--- src/rtl/vga_timing_if.sv ---
// vga_timing_if
//   Bundle of raster timing outputs from the VGA timing generator.
//   master: driven by vga_timing_controller.
//   slave : pixel colour logic, DAC glue and game logic.
//
//   x, y         raw horizontal / vertical counters (10 bits each)
//   hsync, vsync active-low sync pulses
//   blank_n      high only inside the visible region
//   sync_n       DAC composite sync (constant 0)
//   vga_clk      pixel clock to the DAC, 50 % duty
//   pix_tick     one-clk strobe per pixel
//   frame_start  one-clk pulse after the raster returns to (0,0)
//   blink        slow toggle for cursor blinking
interface vga_timing_if;
    logic [9:0] x;
    logic [9:0] y;
    logic       hsync;
    logic       vsync;
    logic       blank_n;
    logic       sync_n;
    logic       vga_clk;
    logic       pix_tick;
    logic       frame_start;
    logic       blink;

    modport master (
        output x, y, hsync, vsync, blank_n, sync_n,
               vga_clk, pix_tick, frame_start, blink
    );

    modport slave (
        input  x, y, hsync, vsync, blank_n, sync_n,
               vga_clk, pix_tick, frame_start, blink
    );
endinterface

--- src/rtl/vga_timing_controller.sv ---
// vga_timing_controller
//   Generates 640x480 @ 60 Hz VGA raster timing from the 50 MHz system clock.
//   A clock divider produces the pixel strobe and the DAC pixel clock; x/y
//   counters walk the full raster including blanking, and registered
//   sync/blank outputs are decoded from the next-state counter values so they
//   change on the same edge as x/y.
//
//   Ports:
//     clk  in   system clock (only clock)
//     rst  in   asynchronous, active-high reset
//     vga  vga_timing_if.master  raster outputs (see vga_timing_if)
//
//   Optional feature macro: VGA_BLINK_EN
//     defined   : frame counter (0..BLINK_FRAMES-1) toggles blink on each wrap
//     undefined : no frame counter, blink is constant 0
module vga_timing_controller #(
    parameter int CLK_DIV      = 2,
    parameter int H_ACTIVE     = 640,
    parameter int H_FP         = 16,
    parameter int H_SYNC       = 96,
    parameter int H_BP         = 48,
    parameter int V_ACTIVE     = 480,
    parameter int V_FP         = 10,
    parameter int V_SYNC       = 2,
    parameter int V_BP         = 33,
    parameter int BLINK_FRAMES = 30
) (
    input  logic         clk,
    input  logic         rst,
    vga_timing_if.master vga
);

    localparam int H_TOTAL = H_ACTIVE + H_FP + H_SYNC + H_BP;
    localparam int V_TOTAL = V_ACTIVE + V_FP + V_SYNC + V_BP;
    localparam int DIV_W   = $clog2(CLK_DIV);

    localparam logic [DIV_W-1:0] DIV_LAST = DIV_W'(CLK_DIV - 1);
    localparam logic [DIV_W-1:0] DIV_HALF = DIV_W'(CLK_DIV / 2);

    localparam logic [9:0] H_LAST   = 10'(H_TOTAL - 1);
    localparam logic [9:0] V_LAST   = 10'(V_TOTAL - 1);
    localparam logic [9:0] H_ACT    = 10'(H_ACTIVE);
    localparam logic [9:0] V_ACT    = 10'(V_ACTIVE);
    localparam logic [9:0] HS_START = 10'(H_ACTIVE + H_FP);
    localparam logic [9:0] HS_END   = 10'(H_ACTIVE + H_FP + H_SYNC);
    localparam logic [9:0] VS_START = 10'(V_ACTIVE + V_FP);
    localparam logic [9:0] VS_END   = 10'(V_ACTIVE + V_FP + V_SYNC);

    // Elaboration-time guards on the parameter set.
    if (CLK_DIV < 2 || (CLK_DIV % 2) != 0) begin : g_bad_clk_div
        $error("vga_timing_controller: CLK_DIV must be even and >= 2");
    end
    if (H_TOTAL > 1024 || V_TOTAL > 1024) begin : g_bad_totals
        $error("vga_timing_controller: raster totals exceed 10-bit counters");
    end
    if (BLINK_FRAMES < 1) begin : g_bad_blink
        $error("vga_timing_controller: BLINK_FRAMES must be >= 1");
    end

    logic [DIV_W-1:0] div_cnt_p0, div_cnt_p1;
    logic [9:0]       x_p0, x_p1;
    logic [9:0]       y_p0, y_p1;
    logic             tick_p0, tick_p1;
    logic             vclk_p0, vclk_p1;
    logic             hsync_p0, hsync_p1;
    logic             vsync_p0, vsync_p1;
    logic             blank_n_p0, blank_n_p1;
    logic             frame_wrap_p0, frame_start_p1;

    // ---- stage p0: next-state counters and decoded timing -------------------
    // tick_p1 is high exactly while div_cnt_p1 == CLK_DIV-1, so the counters
    // advance on the edge that ends each pixel's last system clock.
    always_comb begin
        div_cnt_p0    = (div_cnt_p1 == DIV_LAST) ? '0 : div_cnt_p1 + 1'b1;
        x_p0          = x_p1;
        y_p0          = y_p1;
        frame_wrap_p0 = 1'b0;
        if (tick_p1) begin
            if (x_p1 == H_LAST) begin
                x_p0 = '0;
                if (y_p1 == V_LAST) begin
                    y_p0          = '0;
                    frame_wrap_p0 = 1'b1;
                end else begin
                    y_p0 = y_p1 + 1'b1;
                end
            end else begin
                x_p0 = x_p1 + 1'b1;
            end
        end
        tick_p0    = (div_cnt_p0 == DIV_LAST);
        vclk_p0    = (div_cnt_p0 >= DIV_HALF);
        hsync_p0   = !((x_p0 >= HS_START) && (x_p0 < HS_END));
        vsync_p0   = !((y_p0 >= VS_START) && (y_p0 < VS_END));
        blank_n_p0 = (x_p0 < H_ACT) && (y_p0 < V_ACT);
    end

    // ---- stage p1: registered raster state and outputs ----------------------
    // frame_start_p1 is loaded on the same edge that moves the raster to (0,0),
    // so it is high for the one clk that immediately follows that transition.
    always_ff @(posedge clk or posedge rst) begin
        if (rst) begin
            div_cnt_p1     <= '0;
            x_p1           <= '0;
            y_p1           <= '0;
            tick_p1        <= 1'b0;
            vclk_p1        <= 1'b0;
            hsync_p1       <= 1'b1;
            vsync_p1       <= 1'b1;
            blank_n_p1     <= 1'b0;
            frame_start_p1 <= 1'b0;
        end else begin
            div_cnt_p1     <= div_cnt_p0;
            x_p1           <= x_p0;
            y_p1           <= y_p0;
            tick_p1        <= tick_p0;
            vclk_p1        <= vclk_p0;
            hsync_p1       <= hsync_p0;
            vsync_p1       <= vsync_p0;
            blank_n_p1     <= blank_n_p0;
            frame_start_p1 <= frame_wrap_p0;
        end
    end

`ifdef VGA_BLINK_EN
    localparam int FC_W = (BLINK_FRAMES > 1) ? $clog2(BLINK_FRAMES) : 1;
    localparam logic [FC_W-1:0] FC_LAST = FC_W'(BLINK_FRAMES - 1);

    logic [FC_W-1:0] frame_cnt_p2;
    logic            blink_p2;

    // ---- stage p2: frame counter and blink toggle ---------------------------
    always_ff @(posedge clk or posedge rst) begin
        if (rst) begin
            frame_cnt_p2 <= '0;
            blink_p2     <= 1'b0;
        end else if (frame_start_p1) begin
            if (frame_cnt_p2 == FC_LAST) begin
                frame_cnt_p2 <= '0;
                blink_p2     <= ~blink_p2;
            end else begin
                frame_cnt_p2 <= frame_cnt_p2 + 1'b1;
            end
        end
    end

    assign vga.blink = blink_p2;
`else
    assign vga.blink = 1'b0;
`endif

    assign vga.x           = x_p1;
    assign vga.y           = y_p1;
    assign vga.hsync       = hsync_p1;
    assign vga.vsync       = vsync_p1;
    assign vga.blank_n     = blank_n_p1;
    assign vga.sync_n      = 1'b0;
    assign vga.vga_clk     = vclk_p1;
    assign vga.pix_tick    = tick_p1;
    assign vga.frame_start = frame_start_p1;

endmodule

--- src/flat_wrapper.sv ---
// flat-port wrapper written by rule: the top's interface ports become plain ports
module vga_timing_controller_flat 
#(
    parameter int CLK_DIV      = 2,
    parameter int H_ACTIVE     = 640,
    parameter int H_FP         = 16,
    parameter int H_SYNC       = 96,
    parameter int H_BP         = 48,
    parameter int V_ACTIVE     = 480,
    parameter int V_FP         = 10,
    parameter int V_SYNC       = 2,
    parameter int V_BP         = 33,
    parameter int BLINK_FRAMES = 30
)
  (clk, rst, vga_x, vga_y, vga_hsync, vga_vsync, vga_blank_n, vga_sync_n, vga_vga_clk, vga_pix_tick, vga_frame_start, vga_blink);
  vga_timing_if vga_i ();
  input  logic clk;
  input  logic rst;
  output wire logic [$bits(vga_i.x)-1:0] vga_x;
  output wire logic [$bits(vga_i.y)-1:0] vga_y;
  output wire logic [$bits(vga_i.hsync)-1:0] vga_hsync;
  output wire logic [$bits(vga_i.vsync)-1:0] vga_vsync;
  output wire logic [$bits(vga_i.blank_n)-1:0] vga_blank_n;
  output wire logic [$bits(vga_i.sync_n)-1:0] vga_sync_n;
  output wire logic [$bits(vga_i.vga_clk)-1:0] vga_vga_clk;
  output wire logic [$bits(vga_i.pix_tick)-1:0] vga_pix_tick;
  output wire logic [$bits(vga_i.frame_start)-1:0] vga_frame_start;
  output wire logic [$bits(vga_i.blink)-1:0] vga_blink;
  assign vga_x = vga_i.x;
  assign vga_y = vga_i.y;
  assign vga_hsync = vga_i.hsync;
  assign vga_vsync = vga_i.vsync;
  assign vga_blank_n = vga_i.blank_n;
  assign vga_sync_n = vga_i.sync_n;
  assign vga_vga_clk = vga_i.vga_clk;
  assign vga_pix_tick = vga_i.pix_tick;
  assign vga_frame_start = vga_i.frame_start;
  assign vga_blink = vga_i.blink;
  vga_timing_controller #(.CLK_DIV(CLK_DIV), .H_ACTIVE(H_ACTIVE), .H_FP(H_FP), .H_SYNC(H_SYNC), .H_BP(H_BP), .V_ACTIVE(V_ACTIVE), .V_FP(V_FP), .V_SYNC(V_SYNC), .V_BP(V_BP), .BLINK_FRAMES(BLINK_FRAMES)) u_core (.clk(clk), .rst(rst), .vga(vga_i));
endmodule
--- config.mk ---
export PLATFORM = sky130hd
export DESIGN_NAME = vga_timing_controller_flat
export DESIGN_NICKNAME = d
export VERILOG_FILES = /design/src/rtl/vga_timing_if.sv /design/src/rtl/vga_timing_controller.sv /design/src/flat_wrapper.sv
export SDC_FILE = /design/constraint.sdc
export NUM_CORES = 1
export LEC_CHECK = 0
export CORE_ASPECT_RATIO = 1.2
export CORE_MARGIN = 2
export CORE_UTILIZATION = 53
export DETAILED_ROUTE_END_ITERATION = 10
export GPL_TIMING_DRIVEN = 0
export HOLD_SLACK_MARGIN = 0.05
export PLACE_DENSITY = 0.83
export SYNTH_ARGS = -nofsm -noshare
export SYNTH_HDL_FRONTEND = slang
export SYNTH_SLANG_ARGS = --single-unit
--- constraint.sdc ---
create_clock -name clk -period 5.4 [get_ports clk]
set_input_delay 0.54 -clock clk [delete_from_list [all_inputs] [get_ports clk]]
set_output_delay 0.54 -clock clk [all_outputs]
set_load 0.005 [all_outputs]
# After elaboration in Yosys (flattened, before gate mapping)
# Cells that the tools add are included.
# totals
ff_bits	26
input_bits	2
output_inout_bits	28
wordCells	34
# op_classes
add_sub_neg	3
order_cmp	7
n_eq_ne	2
n_mux	9
reduce_logical	5
# op_table
op	n
$mux W10	5
$add A10 B1 Y10 const B	2
$eq A10 B10 Y1 const B	2
$lt A10 B10 Y1 const B	2
$lt A10 B9 Y1 const B	2
$ge A10 B10 Y1 const B	1
$ge A10 B9 Y1 const B	1
$mux W1	4
$logic_and A1 B1 Y1	3
$logic_not A1 Y1	2
$add A1 B1 Y1 const B	1
$ge A1 B1 Y1 const B	1

# Longest topological paths before layout
# logic_depth
depth_word	7
mapped_depth	7
ltp_nobuf	7

# Least setup slack after synthesis
# OpenSTA, ideal clock, no wires.
# synth_timing
path_type	reg-to-reg
startpoint	reg u_core.x_p1[5], in the netlist u_core.vga.x[5]
endpoint	reg u_core.blank_n_p1, in the netlist u_core.vga.blank_n
setup_time_ps	145
arrival_ps	2015
required_time_ps	5255
slack_ps	3239
stages_incl_launch_ff	7
path_buffers	1
period_less_slack_ps	2161
cell_sequence	dfrtp_1 or4b_4 or3_1 buf_6 o31a_1 a211oi_2 a221oi_1
# synth_between
elab_chain_len	5
elab_cells_between_ends	9
classes_between	1 x add/sub; 2 x order compare; 1 x eq/ne; 4 x mux; 1 x reduce/logical
# synth_rtl
item	line_no	text
start, declared	vga_timing_controller.sv:61	logic [9:0] x_p0, x_p1;
start signal, assigned	vga_timing_controller.sv:114	x_p1 <= x_p0;
$add A10 B1 Y10 / $eq A10 B10 Y1 (equally long branches)	vga_timing_controller.sv:88, vga_timing_controller.sv:79	
$mux W10	vga_timing_controller.sv:79	if (x_p1 == H_LAST) begin
$mux W10	vga_timing_controller.sv:78	if (tick_p1) begin
$lt A10 B10 Y1 / $lt A10 B9 Y1 (equally long branches)	vga_timing_controller.sv:95	blank_n_p0 = (x_p0 < H_ACT) && (y_p0 < V_ACT);
$logic_and A1 B1 Y1 (*)	vga_timing_controller.sv:95	
via u_core.blank_n_p0	vga_timing_controller.sv:67	logic blank_n_p0, blank_n_p1;
end signal, assigned	vga_timing_controller.sv:120	blank_n_p1 <= blank_n_p0;
end, declared	vga_timing_controller.sv:67	
# Mark *: on every way through the listed nets, which the timed path passes. The rest lies on a longest branch.

# Worst setup path after layout
# layout_timing
startpoint	reg u_core.x_p1[5], in the netlist u_core.vga.x[5]
endpoint	reg u_core.vsync_p1, in the netlist u_core.vga.vsync
# layout_between
elab_chain_len	6
elab_cells_between_ends	7
classes_between	2 x order compare; 1 x eq/ne; 2 x mux; 2 x reduce/logical
# layout_rtl
item	line_no	text
$eq A10 B10 Y1 (*)	vga_timing_controller.sv:79	
$mux W10 (*)	vga_timing_controller.sv:79	
$mux W10 (*)	vga_timing_controller.sv:78	
$ge A10 B9 Y1 / $lt A10 B9 Y1 (equally long branches)	vga_timing_controller.sv:94	vsync_p0 = !((y_p0 >= VS_START) && (y_p0 < VS_END));
$logic_and A1 B1 Y1 (*)	vga_timing_controller.sv:94	
$logic_not A1 Y1 (*)	vga_timing_controller.sv:94	
via u_core.vsync_p0	vga_timing_controller.sv:66	logic vsync_p0, vsync_p1;
end signal, assigned	vga_timing_controller.sv:119	vsync_p1 <= vsync_p0;
end, declared	vga_timing_controller.sv:66	
# Marked as above.

==> results by group <==
Synthesis
  • Sequential area share after synthesis: 0.453
  • Cell taking the most area after synthesis: dfrtp_1
  • Synth area leaders: dfrtp_1 (41%), xnor2_1 (4.4%), dfstp_2 (3.8%), nand3_1 (3.2%), ha_1 (2.7%)
  • Number of synthesized flops with an enable pin: 0
  • Ys flop type: dfrtp_1
  • Syn_area_per_cell: 9.91 um2
  • Post-Syn Area: 0.00139 mm2
  • Register bit total from synthesis: 25
  • Number of warnings issued by yosys: 0
  • Unique masters post-synth: 48
  • Post-synth top area share: 0.415
  • Post-Synthesis Cells: 140
  • Async set-reset flop share out of synthesis: 1.00

Global routing
  • Gr usage total: 0.233
  • Pin count of the biggest net entering global routing: 26
  • Vias in the first global route: between 1k and 1.5k
  • Global route total overflow: 0
  • Initial antenna violation count: 0
  • First-pass GRT wire length: 5320 um

Timing
  • Hold Worst Slack: 589 ps
  • Endpoints failing setup: 0
  • RSZ-0062 raised after global routing: false
  • Worst slew margin: 0.381
  • Final Hold Violating Endpoints: 0
  • Final setup margin: 3110 ps
  • Setup_tns: 0 ps
  • Clock skew: 14.0 ps
  • Peak Freq: around 0.44 GHz
  • Slew @ Worst Pin: 927 ps
  • Final slew viol count: 0
  • Period utilization: 0.425
  • Final Critical Period: 2290 ps

Route
  • DRT Pass-1 Iters: 4
  • Wirelength, routed: about 3100 um
  • # DRC: 0
  • Via-per-instance ratio: 5.93
  • Via count: approximately 1.2k
  • ANT nets after route: 0
  • Routed len/inst: 15.1 um
  • DRT iter0 DRCs: 35

Pwr
  • Leakage power: slightly below 0.7 nW
  • Worst vdd ir: 0.000160 V
  • Power density over the cells: around 160 mW/mm2

CTS
  • Clock sink count: 25
  • Num CTS Buffers: 3
  • H-tree Lvls: 1
  • CTS max path bufs: 2
  • Root Buffer: clkbuf_4
  • Post-CTS Hold Fix Bufs: 0
  • Worst skew pair latency: between 300 and 400 ps
  • TritonCTS clock tree: done
  • Worst-path clk slew: 140 ps
  • Cts repair resizes: 0
  • Post-CTS setup buffers: 0

Worst hold path
  • Worst min-delay path category: flip-flop to flip-flop

Floorplan
  • Die width: 50.7 um
  • DIE HEIGHT: 60.1 um
  • Row count: 20
  • Ports: 30
  • Initial Util: 0.555
  • Die Area: 0.00305 mm2
  • Core Box Area: ~0.0025 mm2

Finish
  • Ant. Diodes: 0
  • Area growth from synthesis to layout: 24.6%
  • Layout cells sized above 1: 0.128
  • Finished Layout Cells: 205
  • Util after Layout: 0.691
  • NumNets Final: 178
  • # fillers: 207

Setup path
  • Crit path DAT: 2530 ps
  • R2r setup slk: around 3100 ps
  • Worst setup path class: flip-flop to flip-flop
  • Reg-to-Reg End: u_core.vga.vsync
  • Setup crit end: u_core.vga.vsync
  • Crit path max fanout: 10
  • Setup crit start: u_core.vga.x[5]
  • CP Capture Type: flip-flop
  • R2r startpoint: u_core.vga.x[5]
  • Worst Reg-to-Reg Cells: 6
  • Crit path required time: 5640 ps
  • Setup crit start kind: flip-flop

Placement
  • HPWL after detailed placement: ~2300 um
  • Pre-CTS setup slack: 3130 ps
  • Port buffer count: 27
  • Gpl congestion: 0.867
  • DP Cell Count: 201

Run
  • Max cap viols: 0

Status
  • Status: complete, no violations
through the flow:
stage / total power, mW / area (um2)
floorplan: 0.195 / 1390
global placement: 0.197 / 1700
detailed placement: 0.197 / 1700
CTS: 0.279 / 1730
global route: 0.285 / 1730
finish: 0.277 / 1730
cell type report:
| type | count | area (um2) | share of cell area |
|---|---|---|---|
| multi-input cells | 99 | 663 | 0.384 |
| flip-flops and latches | 25 | 628 | 0.363 |
| repair buffers | 27 | 270 | 0.156 |
| plain buffers | 7 | 62.6 | 0.0362 |
| well taps | 33 | 41.3 | 0.0239 |
| inverters | 10 | 37.5 | 0.0217 |
| clock buffers | 4 | 26.3 | 0.0152 |
Yosys cell counts (3+ instances only):
master / count
buf_4: 3
ha_1: 3
nand3_1: 9
dfrtp_1: 23
nor2_1: 8
nor4_1: 3
nand2_1: 9
xnor2_1: 7
o21ai_0: 5
or3_2: 3
a21oi_1: 6
nand4_1: 6
inv_1: 10
kinds of logic after synthesis:
group,synth area share
adders and majority gates,0.0271
buffers and inverters,0.0721
xor gates and xnor gates,0.0568
AOI/OAI and AO/OA,0.151
muxes,0.0153
and+or+nand+nor,0.223
other,0.00270
DFF,0.453
worst min path at each step:
stage,cells past startpoint,startpoint,to
after floorplan,1,u_core.vga.x[6],u_core.vga.x[6]
after global placement,1,u_core.vga.y[7],u_core.vga.y[7]
after detailed placement,1,u_core.vga.x[6],u_core.vga.x[6]
after CTS,1,u_core.vga.x[6],u_core.vga.x[6]
after global routing,1,u_core.vga.y[7],u_core.vga.y[7]
final,1,u_core.vga.y[7],u_core.vga.y[7]
worst max-delay path: stages (launching register included):
cell	delay [ps]
dfrtp_1	450
or4b_4	590
nor3_2	370
buf_6	210
o2111ai_1	110
a211oi_1	330
nand4b_1	150
layout by cell type, fill, tap and decap left out, types with 3 or more instances in the layout:
cell	netlist	final
a21oi_1	6	6
buf_4	3	3
clkbuf_4	0	3
clkdlybuf4s50_1	0	27
dfrtp_1	23	23
ha_1	3	3
inv_1	10	10
nand2_1	9	9
nand3_1	9	9
nand4_1	6	6
nor2_1	8	8
nor4_1	3	3
o21ai_0	5	5
or3_2	3	3
xnor2_1	7	7
layer usage:
layer  GRT usage  share of wire  up-vias
met3      0.0300          0.025       12
met4       0.139          0.028        0
li1            -              -      573
met1       0.272           0.42      599
met5           0              0        -
met2       0.412           0.53       31
where the power goes:
group / switching, mW / internal, mW / leakage [nW]
registers: 0 / 0.187 / 0.323
logic: 0.00401 / 0.00157 / 0.340
clock network: 0.0556 / 0.0290 / 0.0150
flip-flops by register name (all words and copies together), names as in the netlist:
name,count
u_core.vga.vsync,1
u_core.vga.blank_n,1
u_core.vga.y,10
u_core.vga.hsync,1
u_core.vga.x,10
u_core.vga.frame_start,1
u_core.div_cnt_p1,1
(Power assumes the default switching activity.)
